File: src/rtl/rp_pio_pkg.sv
// Shared types and exception-register bit positions for the RP PIO completion tracker.
package rp_pio_pkg;

  typedef enum logic [1:0] {
    REQ_CFG = 2'b00,
    REQ_IO  = 2'b01,
    REQ_MEM = 2'b10,
    REQ_ILL = 2'b11
  } req_type_e;

  typedef enum logic {
    ENT_FREE = 1'b0,
    ENT_PEND = 1'b1
  } entry_state_e;

  localparam logic [2:0] CPL_SC = 3'b000;
  localparam logic [2:0] CPL_CA = 3'b100;

  localparam int EXC_CFG_UR  = 0;
  localparam int EXC_CFG_CA  = 1;
  localparam int EXC_CFG_CTO = 2;
  localparam int EXC_IO_UR   = 8;
  localparam int EXC_IO_CA   = 9;
  localparam int EXC_IO_CTO  = 10;
  localparam int EXC_MEM_UR  = 16;
  localparam int EXC_MEM_CA  = 17;
  localparam int EXC_MEM_CTO = 18;

  // Illegal request classes map to an empty mask so they never report.
  function automatic logic [31:0] exc_mask(req_type_e t, logic ur, logic ca, logic cto);
    logic [31:0] m;
    m = '0;
    case (t)
      REQ_CFG: begin
        m[EXC_CFG_UR]  = ur;
        m[EXC_CFG_CA]  = ca;
        m[EXC_CFG_CTO] = cto;
      end
      REQ_IO: begin
        m[EXC_IO_UR]  = ur;
        m[EXC_IO_CA]  = ca;
        m[EXC_IO_CTO] = cto;
      end
      REQ_MEM: begin
        m[EXC_MEM_UR]  = ur;
        m[EXC_MEM_CA]  = ca;
        m[EXC_MEM_CTO] = cto;
      end
      default: m = '0;
    endcase
    return m;
  endfunction

endpackage

File: src/rtl/rp_pio_tag_entry.sv
// One outstanding-request slot: FREE/PEND state, stored class and timeout timer.
//   state    | meaning
//   ENT_FREE | slot available for allocation
//   ENT_PEND | request issued, waiting for completion or timeout
module rp_pio_tag_entry
  import rp_pio_pkg::*;
#(
  parameter int TIMEOUT_TICKS = 50
) (
  input  logic        clk,
  input  logic        rst_n,
  input  logic        alloc,
  input  logic [1:0]  alloc_type,
  input  logic        tick,
  input  logic        cpl_hit,
  input  logic [2:0]  cpl_status,
  output logic        pend,
  output logic [31:0] exc
);

  localparam int TW = $clog2(TIMEOUT_TICKS + 1);

  entry_state_e  state_q, state_d;
  req_type_e     type_q;
  logic [TW-1:0] timer_q;
  logic          expired;
  logic          is_ca;
  logic          is_ur;

  assign expired = (timer_q == TW'(TIMEOUT_TICKS));
  assign is_ca   = (cpl_status == CPL_CA);
  assign is_ur   = (cpl_status != CPL_CA) && (cpl_status != CPL_SC);
  assign pend    = (state_q == ENT_PEND);

  always_ff @(posedge clk) begin
    if (!rst_n) begin
      state_q <= ENT_FREE;
      type_q  <= REQ_CFG;
      timer_q <= '0;
    end else begin
      state_q <= state_d;
      if (alloc) begin
        type_q  <= req_type_e'(alloc_type);
        timer_q <= '0;
      end else if ((state_q == ENT_PEND) && tick && !expired) begin
        timer_q <= timer_q + TW'(1);
      end
    end
  end

  // A completion landing in the expiry cycle wins and suppresses the CTO.
  always_comb begin
    state_d = state_q;
    exc     = '0;
    case (state_q)
      ENT_FREE: begin
        if (alloc) state_d = ENT_PEND;
      end
      ENT_PEND: begin
        if (cpl_hit) begin
          state_d = ENT_FREE;
          exc     = exc_mask(type_q, is_ur, is_ca, 1'b0);
        end else if (expired) begin
          state_d = ENT_FREE;
          exc     = exc_mask(type_q, 1'b0, 1'b0, 1'b1);
        end
      end
      default: state_d = ENT_FREE;
    endcase
  end

endmodule

File: src/rtl/rp_pio_cpl_tracker.sv
// Tracks outstanding RP PIO requests, matches completions by tag and flags timeouts
// as pulses aligned to the RP PIO exception register.
module rp_pio_cpl_tracker
  import rp_pio_pkg::*;
#(
  parameter int NUM_TAGS      = 8,
  parameter int PRESCALE      = 1024,
  parameter int TIMEOUT_TICKS = 50
) (
  input  logic                        clk,
  input  logic                        rst_n,
  input  logic                        req_valid,
  input  logic [1:0]                  req_type,
  output logic                        req_ready,
  output logic [$clog2(NUM_TAGS)-1:0] req_tag,
  input  logic                        cpl_valid,
  input  logic [$clog2(NUM_TAGS)-1:0] cpl_tag,
  input  logic [2:0]                  cpl_status,
  output logic [31:0]                 exc_event,
  output logic                        unexp_cpl,
  output logic [$clog2(NUM_TAGS):0]   outstanding
);

  localparam int TAGW = $clog2(NUM_TAGS);
  localparam int PW   = (PRESCALE > 1) ? $clog2(PRESCALE) : 1;

  logic [PW-1:0]       presc_q;
  logic                tick;
  logic [NUM_TAGS-1:0] pend_vec;
  logic [31:0]         entry_exc [NUM_TAGS];
  logic [31:0]         exc_d;
  logic                unexp_d;

  assign tick = (presc_q == PW'(PRESCALE - 1));

  always_ff @(posedge clk) begin
    if (!rst_n) begin
      presc_q <= '0;
    end else if (tick) begin
      presc_q <= '0;
    end else begin
      presc_q <= presc_q + PW'(1);
    end
  end

  // Allocation looks only at registered state, so a slot freed this cycle waits a cycle.
  always_comb begin
    req_ready = 1'b0;
    req_tag   = '0;
    for (int i = NUM_TAGS - 1; i >= 0; i--) begin
      if (!pend_vec[i]) begin
        req_ready = 1'b1;
        req_tag   = TAGW'(i);
      end
    end
  end

  always_comb begin
    outstanding = '0;
    for (int i = 0; i < NUM_TAGS; i++) begin
      outstanding = outstanding + {{TAGW{1'b0}}, pend_vec[i]};
    end
  end

  for (genvar g = 0; g < NUM_TAGS; g++) begin : g_entry
    rp_pio_tag_entry #(
      .TIMEOUT_TICKS(TIMEOUT_TICKS)
    ) u_entry (
      .clk       (clk),
      .rst_n     (rst_n),
      .alloc     (req_valid && req_ready && (req_tag == TAGW'(g))),
      .alloc_type(req_type),
      .tick      (tick),
      .cpl_hit   (cpl_valid && (cpl_tag == TAGW'(g))),
      .cpl_status(cpl_status),
      .pend      (pend_vec[g]),
      .exc       (entry_exc[g])
    );
  end

  always_comb begin
    exc_d = '0;
    for (int i = 0; i < NUM_TAGS; i++) begin
      exc_d = exc_d | entry_exc[i];
    end
  end

  assign unexp_d = cpl_valid && !pend_vec[cpl_tag];

  always_ff @(posedge clk) begin
    if (!rst_n) begin
      exc_event <= '0;
      unexp_cpl <= 1'b0;
    end else begin
      exc_event <= exc_d;
      unexp_cpl <= unexp_d;
    end
  end

endmodule

File: config.mk
export PLATFORM = sky130hd
export DESIGN_NAME = rp_pio_cpl_tracker
export DESIGN_NICKNAME = d
export VERILOG_FILES = /design/src/rtl/rp_pio_pkg.sv /design/src/rtl/rp_pio_tag_entry.sv /design/src/rtl/rp_pio_cpl_tracker.sv
export SDC_FILE = /design/constraint.sdc
export NUM_CORES = 1
export LEC_CHECK = 0
export CAP_MARGIN = 40
export CORE_MARGIN = 1.5
export CORE_UTILIZATION = 44
export DETAILED_ROUTE_END_ITERATION = 7
export PLACE_DENSITY = 0.69
export SLEW_MARGIN = 5
export SYNTH_ARGS = -nofsm -noshare
export SYNTH_HDL_FRONTEND = slang
export SYNTH_SLANG_ARGS = --single-unit
File: constraint.sdc
create_clock -name clk -period 3.6 [get_ports clk]
set_clock_uncertainty 0.05 [all_clocks]
set_input_delay 0.54 -clock clk [delete_from_list [all_inputs] [get_ports clk]]
set_output_delay 0.54 -clock clk [all_outputs]
set_load 0.005 [all_outputs]
==> flow_summary.yaml, run 1 <==
layout:
  synthToLayoutAreaGrowth_pct: 11.7
  final_design_area_no_fill_um2: 5790
  antenna_cells_inserted: 0
  num-nets-final: 672
  fraction_of_layout_cells_with_a_size_suffix_above_1_pct: 9.67
  most-common-layout-cells: "90 x sky130_fd_sc_hd__dfxtp_1, 77 x sky130_fd_sc_hd__nor2_1, 44 x sky130_fd_sc_hd__nand2_1"
  layout_commonest_cell: "sky130_fd_sc_hd__dfxtp_1"
yosys:
  synth.distinct_cells: 56
  synth_sequential_area_ratio_pct: 35.5
  synthesis.area_per_instance_um2: 8.48
  syn_area_um2: 5180
  yosys_most_used_dff: "sky130_fd_sc_hd__dfxtp_1"
  synth_edf_count: 0
  yosysWarnings: 0
  ys_seq_elements: 92
  asyncSetResetFlopFracSynth_pct: 0
  netlist_instances: 611
setup_path:
  path_max_fanout: 2
  end_kind: "output port"
  timing.critical_path.slowest_stage_cell: "sky130_fd_sc_hd__fa_1"
  worstReg2RegEnd: "g_entry[6].u_entry.timer_q[2]"
  worstPathRequired_ns: 3.01
  cp.arrival_ns: 3.12
  timing.reg2reg.worst_path_depth: 6
  critical_path.cell_chain: "fa_1 -> inv_1 -> fa_1 -> fa_1 -> inv_1 -> ha_2 -> inv_2 -> fa_2 -> inv_1 -> buf_2"
  worstSetupPathType: "reg2out"
  worstReg2RegStart: "presc_q[0]"
  slowest_stage_delay_on_critical_path_ns: 0.53
  worst-r2r-setup-slack_ns: 1.18
  worst_setup_sp_type: "flip-flop"
global_route:
  grt_use_total_pct: 20.5
  overflow: 0
  grt_antenna_before_repair: 0
  global_route_wire_length_before_repair_um: 20300
  first_global_vias: 4081
  maximum_number_of_pins_on_one_net_before_global_route_repair: 54
placement:
  area_after_detailed_placement_um2: 5520
  dp_hpwl_um: 8920
  globalplace.congestion: 0.923
  port_buffers: 29
run:
  drv.max_cap_violation_count: 0
pwr:
  power_density_nw_per_um2: 347
  power.ir.vdd_worst_mv: 0.390
  post-layout-total-power_uw: 2010
  power.static_leakage_uw: 0.00204
clock_tree:
  clk_root_buffer_cell: "sky130_fd_sc_hd__clkbuf_16"
  tritoncts_num_sinks: 92
  tritoncts: "done"
  hold_buffers: 0
  clk-insertion-delay-late_ns: 0.35
  clock_tree.buffer_depth: 2
  clk_pin_slew_worst_paths_ns: 0.06
  numCtsBuffers: 9
  h_tree_depth: 3
timing:
  layout_min_cycle_time_ns: 3.71
  fin_crit_sh_pct: 103
  setup_slack_ns: -0.113
  worst_slew_slack_as_a_fraction_of_its_limit_pct: 42.8
  grt_setup_unrepaired: "yes"
  drv_slew: 0
  fmax_mhz: 269
  max_slew.worst_pin.slew_ns: 0.858
  final.hold.worst_slack_ns: 0.417
  finalSetupViolations: 2
  finalHoldViolations: 0
die:
  die_x_um: 112
  dieArea_um2: 12400
  fp-row-count: 39
  die_height_um: 112
  initial_utilization_pct: 45.2
  core_area_um2: 11500
  io_pins: 53
detailed_routing:
  via_count: 4347
  first_iter_violations: 385
  wire_per_inst_um: 15.5
  postRouteAntennaNets: 0
  number_of_vias_per_cell: 5.54
  wl_um: 12100
  dr.pass1.iters: 5
  remaining_drc_errors: 0
status:
  violations: "setup timing"
  result_of_the_run: "finished with violations"
hold_path:
  hold_removal_path_class: "reg2reg"
  hold-path-cell-count: 1
  min-delay-start: "presc_q[0]"
  worst_hold_path.endpoint: "presc_q[0]"
[worst max path at each step]
stage,cells past startpoint,slack (ns),to,start
CTS,10,-0.14,outstanding[1],g_entry[3].u_entry.pend
detailed placement,10,-0.19,outstanding[1],g_entry[0].u_entry.pend
floorplan,9,0.31,outstanding[1],g_entry[0].u_entry.pend
global placement,10,-0.18,outstanding[1],g_entry[0].u_entry.pend
finish,10,-0.11,outstanding[1],g_entry[3].u_entry.pend
global route,10,-0.23,outstanding[1],g_entry[3].u_entry.pend
[critical path: cells and delay by family (launching register included)]
kind,cells,cell delay [ns]
DFF,1,0.33
buffers and inverters,5,0.30
adders and majority gates,5,2.15
[cell type report]
type | count | area (um^2)
inverters | 25 | 93.8
multi-input cells | 466 | 3030
clock inverters | 6 | 38.8
repair buffers | 42 | 372
flip-flops and latches | 92 | 1840
clock buffers | 10 | 229
well taps | 143 | 179
fillers | 1065 | 5680
[state kept, by name (all words and copies together), names as in the netlist]
name                     cells
g_entry.u_entry.type_q      16
exc_event                    9
g_entry.u_entry.timer_q     48
unexp_cpl                    1
presc_q                     10
g_entry.u_entry.pend         8
[stage by stage]
stage                     util (%)  setup TNS (ns)  setup WS (ns)  instances
after global placement        48.1          -0.337         -0.179        767
after CTS                     50.5          -0.232         -0.136        784
after floorplan                  -               0          0.311        633
after detailed placement      48.1          -0.377         -0.194        767
final                         50.5          -0.187         -0.113        784
after global routing          50.5          -0.456         -0.231        784
[power breakdown]
part / leakage (uW) / internal (uW) / switching [uW] / total, uW
Sequential: 0.000743 / 1030 / 7.37 / 1030
Clock: 0.000129 / 466 / 396 / 862
Combinational: 0.00117 / 44.2 / 71.1 / 115
Total: 0.00204 / 1540 / 474 / 2010
[metal layers]
| metal | up-vias | global-route usage [%] | part of all wire, % |
|---|---|---|---|
| li1 | 2150 | - | - |
| met1 | 2054 | 25.9 | 46 |
| met2 | 121 | 33.6 | 47 |
| met3 | 22 | 6.10 | 5.5 |
| met4 | 0 | 6.84 | 2.0 |
| met5 | - | 0 | 0 |
[repair_timing]
item / CTS / global route
gates resized for setup: 17 / 1
endpoints found under the setup margin: 4 / 3
setup buffers: 1 / 0
pin swaps: 4 / 0
[kinds of logic (layout without fill, tap and decap cells)]
| kind of cell | count (synthesis) | after routing | share of synthesized area, % |
|---|---|---|---|
| and+or+nand+nor | 291 | 291 | 30.9 |
| DFF | 92 | 92 | 35.5 |
| AOI/OAI and AO/OA | 76 | 76 | 9.97 |
| buffers and inverters | 75 | 83 | 7.68 |
| xor gates and xnor gates | 45 | 45 | 7.61 |
| adders and majority gates | 24 | 24 | 6.38 |
| muxes | 7 | 7 | 1.84 |
| other | 1 | 23 | 0.0724 |
[cells in the mapped netlist, types with 4 or more instances]
library cell	number	area share, %
sky130_fd_sc_hd__nor4_1	5	0.60
sky130_fd_sc_hd__inv_1	25	1.8
sky130_fd_sc_hd__nor2b_1	11	1.3
sky130_fd_sc_hd__buf_4	26	3.8
sky130_fd_sc_hd__dfxtp_1	92	36
sky130_fd_sc_hd__a211oi_1	8	1.2
sky130_fd_sc_hd__and3_1	20	2.4
sky130_fd_sc_hd__xnor2_1	26	4.4
sky130_fd_sc_hd__a21oi_1	6	0.58
sky130_fd_sc_hd__nor3_1	13	1.3
sky130_fd_sc_hd__and2_1	5	0.60
sky130_fd_sc_hd__a31oi_1	5	0.60
sky130_fd_sc_hd__or3_1	4	0.48
sky130_fd_sc_hd__xor2_1	19	3.2
sky130_fd_sc_hd__o21ai_0	16	1.5
sky130_fd_sc_hd__ha_1	20	4.8
sky130_fd_sc_hd__fa_1	4	1.5
sky130_fd_sc_hd__nand3_1	26	2.5
sky130_fd_sc_hd__a21boi_0	8	1.2
sky130_fd_sc_hd__nor2_1	77	5.6
sky130_fd_sc_hd__o21ai_1	4	0.39
sky130_fd_sc_hd__mux2i_1	5	0.97
sky130_fd_sc_hd__o21a_1	4	0.58
sky130_fd_sc_hd__buf_2	9	0.87
sky130_fd_sc_hd__and4_1	7	1.2
sky130_fd_sc_hd__nand3b_1	14	2.0
sky130_fd_sc_hd__nand2b_1	8	0.97
sky130_fd_sc_hd__nand4b_1	4	0.68
sky130_fd_sc_hd__nand4_1	26	3.1
sky130_fd_sc_hd__nand2_1	44	3.2
sky130_fd_sc_hd__clkbuf_1	14	1.0
sky130_fd_sc_hd__or3b_2	8	1.4
sky130_fd_sc_hd__o22ai_1	10	1.2
Power figures use the tool's default switching activity.
==> inputs of run 2 (changes only) <==
CORE_UTILIZATION = 45   (was 44)
PLACE_DENSITY = 0.71   (was 0.69)
==> run 2 against run 1 <==
First-iteration DRC count fell by 2.6%. Largest cell class unchanged. Sequential power barely moved. The run still ends with setup timing left. Design area increased by 0.41%. Routed wire length down 1.6%. Largest power group unchanged. Total power up 7.6%. Clock power grew 17%. Critical endpoint unchanged. Hold slack improved by 0.0019 ns.
==> flow_summary.yaml, run 2 (same netlist as run 1, synthesis figures left out) <==
timing:
  final.hold.worst_slack_ns: 0.419
  max_slew.worst_pin.slew_ns: 0.911
  finalHoldViolations: 0
  drv_slew: 0
  finalSetupViolations: 2
  fmax_mhz: 270
  fin_crit_sh_pct: 103
  layout_min_cycle_time_ns: 3.71
  setup_slack_ns: -0.108
  grt_setup_unrepaired: "yes"
  worst_slew_slack_as_a_fraction_of_its_limit_pct: 39.3
setup_path:
  worstReg2RegStart: "presc_q[0]"
  worstReg2RegEnd: "g_entry[4].u_entry.timer_q[2]"
  cp.arrival_ns: 3.12
  slowest_stage_delay_on_critical_path_ns: 0.55
  path_max_fanout: 2
  worstPathRequired_ns: 3.01
  worst_setup_sp_type: "flip-flop"
  end_kind: "output port"
  timing.reg2reg.worst_path_depth: 6
  worstSetupPathType: "reg2out"
  critical_path.cell_chain: "fa_1 -> inv_2 -> fa_1 -> fa_1 -> inv_1 -> ha_2 -> inv_2 -> fa_2 -> inv_1 -> buf_2"
  cp_common_cell: "sky130_fd_sc_hd__fa_1"
  worst-r2r-setup-slack_ns: 1.11
  timing.critical_path.slowest_stage_cell: "sky130_fd_sc_hd__fa_1"
pwr:
  cellInternalPower_uw: 1690
  power.static_leakage_uw: 0.00206
  post-layout-total-power_uw: 2160
  combinationalPowerShare_pct: 5.4
  power_switching_share_pct: 21.7
  pwr-share-seq_pct: 47.7
  power_density_nw_per_um2: 372
  power.ir.vdd_worst_mv: 0.295
  netSwitchingPower_uw: 471
  p_clk_share_pct: 46.9
clock_tree:
  tritoncts_num_sinks: 92
  clock_tree.buffer_depth: 2
  clk_root_buffer_cell: "sky130_fd_sc_hd__clkbuf_16"
  clk_pin_slew_worst_paths_ns: 0.06
  tritoncts: "done"
  h_tree_depth: 3
  numCtsBuffers: 9
  clk-insertion-delay-late_ns: 0.35
  hold_buffers: 0
die:
  die_height_um: 110
  die_x_um: 110
  io_pins: 53
  core_area_um2: 11300
  fp-row-count: 39
  initial_utilization_pct: 45.8
  dieArea_um2: 12200
layout:
  largestRegisters: "g_entry.u_entry.timer_q (48), g_entry.u_entry.type_q (16), presc_q (10)"
  most-common-layout-cells: "90 x sky130_fd_sc_hd__dfxtp_1, 77 x sky130_fd_sc_hd__nor2_1, 44 x sky130_fd_sc_hd__nand2_1"
  antenna_cells_inserted: 0
  largest_reg_flops: 48
  fraction_of_layout_cells_with_a_size_suffix_above_1_pct: 9.25
  layout_commonest_cell: "sky130_fd_sc_hd__dfxtp_1"
  num-nets-final: 669
  synthToLayoutAreaGrowth_pct: 12.2
  regMostFlops: "g_entry.u_entry.timer_q"
  layout.filler_cells: 1062
  final_design_area_no_fill_um2: 5810
global_route:
  grt_use_total_pct: 21.3
  grt_antenna_before_repair: 0
  grtUsageMet2_pct: 32.6
  first_global_vias: 4020
  grt_busiest_layer: "met2"
  maximum_number_of_pins_on_one_net_before_global_route_repair: 54
  globalRouteMet1Util_pct: 28.0
  grt_use_met3_pct: 6.29
  overflow: 0
  global_route_wire_length_before_repair_um: 19600
detailed_routing:
  first_iter_violations: 375
  remaining_drc_errors: 0
  wl_um: 11900
  via_count: 4456
  wire_per_inst_um: 15.3
  postRouteAntennaNets: 0
  dr.pass1.iters: 7
  number_of_vias_per_cell: 5.71
status:
  result_of_the_run: "finished with violations"
  violations: "setup timing"
hold_path:
  hold-path-cell-count: 1
  worst_hold_path.endpoint: "presc_q[0]"
  hold_removal_path_class: "reg2reg"
  min-delay-start: "presc_q[0]"
placement:
  area_after_detailed_placement_um2: 5500
  globalplace.congestion: 0.905
  port_buffers: 29
  dp_hpwl_um: 8730
run:
  drv.max_cap_violation_count: 0
-- run 2: cell types whose count changed in the layout (fill, tap and decap cells not counted) --
cell	change
sky130_fd_sc_hd__a21oi_1	+1
sky130_fd_sc_hd__a21oi_2	-1
sky130_fd_sc_hd__buf_4	-3
sky130_fd_sc_hd__bufinv_16	+2
sky130_fd_sc_hd__clkbuf_8	+1
sky130_fd_sc_hd__clkinvlp_4	-2
sky130_fd_sc_hd__inv_1	-1
sky130_fd_sc_hd__inv_2	+1
sky130_fd_sc_hd__inv_6	-1
-- run 2: through the flow --
step / util (%) / worst slack, ns / setup TNS [ns] / cells
2_1_floorplan: - / 0.311 / 0 / 633
3_3_place_gp: 48.6 / -0.173 / -0.323 / 764
3_5_place_dp: 48.6 / -0.207 / -0.409 / 764
4_1_cts: 51.4 / -0.131 / -0.229 / 781
5_1_grt: 51.3 / -0.196 / -0.343 / 781
6_report: 51.3 / -0.108 / -0.157 / 781
-- run 2: area by class of cell --
cell class / count / area, um^2 / area share [%]
clock buffer: 11 / 243 / 4.18
clock inverter: 5 / 75.1 / 1.29
inverter: 25 / 93.8 / 1.61
multi-input combinational: 466 / 3030 / 52.1
sequential: 92 / 1840 / 31.7
tap: 143 / 179 / 3.08
timing repair buffer: 39 / 349 / 6.01
-- run 2: timing repair --
action,in CTS,in global routing
setup buffers,1,0
pin swaps,4,1
endpoints found under the setup margin,4,3
resized for setup,16,2
-- run 2: how the worst max path moves through the flow --
| stage | startpoint | endpoint |
|---|---|---|
| after detailed placement | g_entry[0].u_entry.pend | outstanding[2] |
| final | g_entry[3].u_entry.pend | outstanding[1] |
| after global routing | g_entry[3].u_entry.pend | outstanding[1] |
| after CTS | g_entry[3].u_entry.pend | outstanding[1] |
| after floorplan | g_entry[0].u_entry.pend | outstanding[1] |
| after global placement | g_entry[0].u_entry.pend | outstanding[1] |
-- run 2: metal layers --
metal | wire length, um | vias up | part of all wire (%)
li1 | - | 2151 | -
met3 | 935 | 29 | 7.8
met1 | 5360 | 2124 | 45
met2 | 5390 | 152 | 45
met5 | 0 | - | 0
met4 | 245 | 0 | 2.1
-- run 2: power groups by stage --
stage	Combinational [uW]	Clock, uW	Sequential [uW]
floorplan	91.2	0	1050
global placement	113	0	1060
detailed placement	116	0	1060
finish	117	1010	1030
global route	130	1080	1030
CTS	114	1040	1030
-- run 2: critical path: cells and delay by family (launching register included) --
kind       cells  cell delay [ns]
buf+inv        5             0.29
fa+ha+maj      5             2.14
flops          1             0.33
==> inputs of run 3 (changes only) <==
RECOVER_POWER = 100   (was not set)
==> run 3 against run 2 <==
The run ends with capacitance limit, slew limit, setup timing left. Non-clock buffer count did not move. Core utilization fell by 0.077 points. First-iteration DRC count fell by 6.9%. Register-to-register slack got worse by 0.22 ns. Combinational power barely moved. Cell count did not move. Global-route usage did not move. Total power fell by 0.19%. Sequential cell count did not move. Fmax barely moved. Critical endpoint unchanged. Largest power group unchanged.
==> flow_summary.yaml, run 3 (same netlist as run 1, synthesis figures left out) <==
global_route:
  global_route_wire_length_before_repair_um: 19600
  grt_antenna_before_repair: 0
  grt_busiest_layer: "met2"
  globalRouteMet1Util_pct: 28.0
  overflow: 0
  grt_use_met3_pct: 6.29
  grtUsageMet2_pct: 32.6
  maximum_number_of_pins_on_one_net_before_global_route_repair: 54
  first_global_vias: 4020
  grt_use_total_pct: 21.3
clock_tree:
  h_tree_depth: 3
  tritoncts_num_sinks: 92
  clk-insertion-delay-late_ns: 0.35
  hold_buffers: 0
  clk_root_buffer_cell: "sky130_fd_sc_hd__clkbuf_16"
  numCtsBuffers: 9
  tritoncts: "done"
  clk_pin_slew_worst_paths_ns: 0.06
  clock_tree.buffer_depth: 2
detailed_routing:
  wire_per_inst_um: 15.2
  first_iter_violations: 349
  via_count: 4439
  remaining_drc_errors: 0
  number_of_vias_per_cell: 5.68
  wl_um: 11900
  postRouteAntennaNets: 0
  dr.pass1.iters: 7
placement:
  dp_hpwl_um: 8730
  dp.cells: 764
  globalplace.congestion: 0.905
  port_buffers: 29
setup_path:
  worst-r2r-setup-slack_ns: 0.89
  timing.reg2reg.worst_path_depth: 6
  worstPathRequired_ns: 3.01
  worstSetupPathType: "reg2out"
  end_kind: "output port"
  cp_common_cell: "sky130_fd_sc_hd__fa_1"
  critical_path.cell_chain: "fa_1 -> inv_2 -> fa_1 -> fa_1 -> inv_1 -> ha_2 -> inv_2 -> fa_2 -> inv_1 -> buf_2"
  critical_path_depth: 10
  slowest_stage_delay_on_critical_path_ns: 0.55
  timing.critical_path.slowest_stage_cell: "sky130_fd_sc_hd__fa_1"
  path_max_fanout: 2
  cp.arrival_ns: 3.12
  crit_family: "adder cells"
  worst_setup_sp_type: "flip-flop"
  worstReg2RegStart: "g_entry[1].u_entry.pend"
  worstPathBufferInverterCount: 5
  worstReg2RegEnd: "g_entry[4].u_entry.timer_q[5]"
die:
  initial_utilization_pct: 45.8
  core_area_um2: 11300
  die_height_um: 110
  fp-row-count: 39
  dieArea_um2: 12200
  io_pins: 53
  die_x_um: 110
pwr:
  power.ir.vdd_worst_mv: 0.294
  power_density_nw_per_um2: 372
  power.static_leakage_uw: 0.00208
  post-layout-total-power_uw: 2160
timing:
  drv_slew: 54
  final.hold.worst_slack_ns: 0.419
  setup_slack_ns: -0.108
  fin_crit_sh_pct: 103
  layout_min_cycle_time_ns: 3.71
  fmax_mhz: 270
  worst_slew_slack_as_a_fraction_of_its_limit_pct: -38.7
  grt_setup_unrepaired: "yes"
  finalSetupViolations: 2
  max_slew.worst_pin.slew_ns: 2.08
  finalHoldViolations: 0
layout:
  largestRegisters: "g_entry.u_entry.timer_q (48), g_entry.u_entry.type_q (16), presc_q (10)"
  layout_commonest_cell: "sky130_fd_sc_hd__dfxtp_1"
  largest_reg_flops: 48
  fraction_of_layout_cells_with_a_size_suffix_above_1_pct: 8.78
  layout.filler_cells: 1064
  fin_cells: 781
  synthToLayoutAreaGrowth_pct: 12.0
  most-common-layout-cells: "90 x sky130_fd_sc_hd__dfxtp_1, 77 x sky130_fd_sc_hd__nor2_1, 44 x sky130_fd_sc_hd__nand2_1"
  antenna_cells_inserted: 0
  num-nets-final: 669
  regMostFlops: "g_entry.u_entry.timer_q"
hold_path:
  hold-path-cell-count: 1
  min-delay-start: "presc_q[0]"
  worst_hold_path.endpoint: "presc_q[0]"
  hold_removal_path_class: "reg2reg"
run:
  drv.max_cap_violation_count: 1
status:
  result_of_the_run: "finished with violations"
  violations: "capacitance limit, slew limit, setup timing"
run 3: what timing repair did:
item / CTS / global route
setup endpoints to repair: 4 / 3
pin swaps: 4 / 1
gates cloned: 0 / 0
buffers inserted: 1 / 0
resized for setup: 16 / 2
run 3: routing by layer:
layer | vias up | routed length [um]
met2 | 171 | 5370
met4 | 0 | 253
met1 | 2095 | 5380
met5 | - | 0
li1 | 2149 | -
met3 | 24 | 898
run 3: where the power goes:
part           switching [uW]  total [uW]  internal (uW)
Combinational            71.7         114           42.7
Sequential               6.93        1030           1030
Clock                     389        1010            623
run 3: worst max-delay path by stage:
stage,to,slack [ns],start
3_5_place_dp,outstanding[2],-0.21,g_entry[0].u_entry.pend
6_report,outstanding[1],-0.11,g_entry[3].u_entry.pend
5_1_grt,outstanding[1],-0.20,g_entry[3].u_entry.pend
3_3_place_gp,outstanding[1],-0.17,g_entry[0].u_entry.pend
4_1_cts,outstanding[1],-0.13,g_entry[3].u_entry.pend
2_1_floorplan,outstanding[1],0.31,g_entry[0].u_entry.pend
run 3: metrics by stage:
stage	TNS, ns	instance area [um^2]	worst slack, ns	util [%]
final	-0.156	5800	-0.108	51.3
after global placement	-0.323	5500	-0.173	48.6
after CTS	-0.229	5820	-0.131	51.4
after floorplan	0	5260	0.311	-
after global routing	-0.478	5800	-0.196	51.3
after detailed placement	-0.409	5500	-0.207	48.6
run 3: worst register-to-register path, cell delays in order, from the launching register on:
cell and delay [ns]:
sky130_fd_sc_hd__dfxtp_1 0.35, sky130_fd_sc_hd__clkbuf_1 0.59, sky130_fd_sc_hd__nand4_1 0.31, sky130_fd_sc_hd__nor4b_1 0.44, sky130_fd_sc_hd__nor3b_2 0.46, sky130_fd_sc_hd__nand2b_1 0.30
sky130_fd_sc_hd__nor2_1 0.09
run 3: cell type report:
cell class / instances / area [um^2] / share of cell area [%]
Multi-Input combinational cell: 466 / 3030 / 52.2
Sequential cell: 92 / 1840 / 31.8
Timing Repair Buffer: 39 / 340 / 5.86
Clock buffer: 11 / 243 / 4.18
Tap cell: 143 / 179 / 3.08
Inverter: 25 / 93.8 / 1.62
Clock inverter: 5 / 75.1 / 1.29
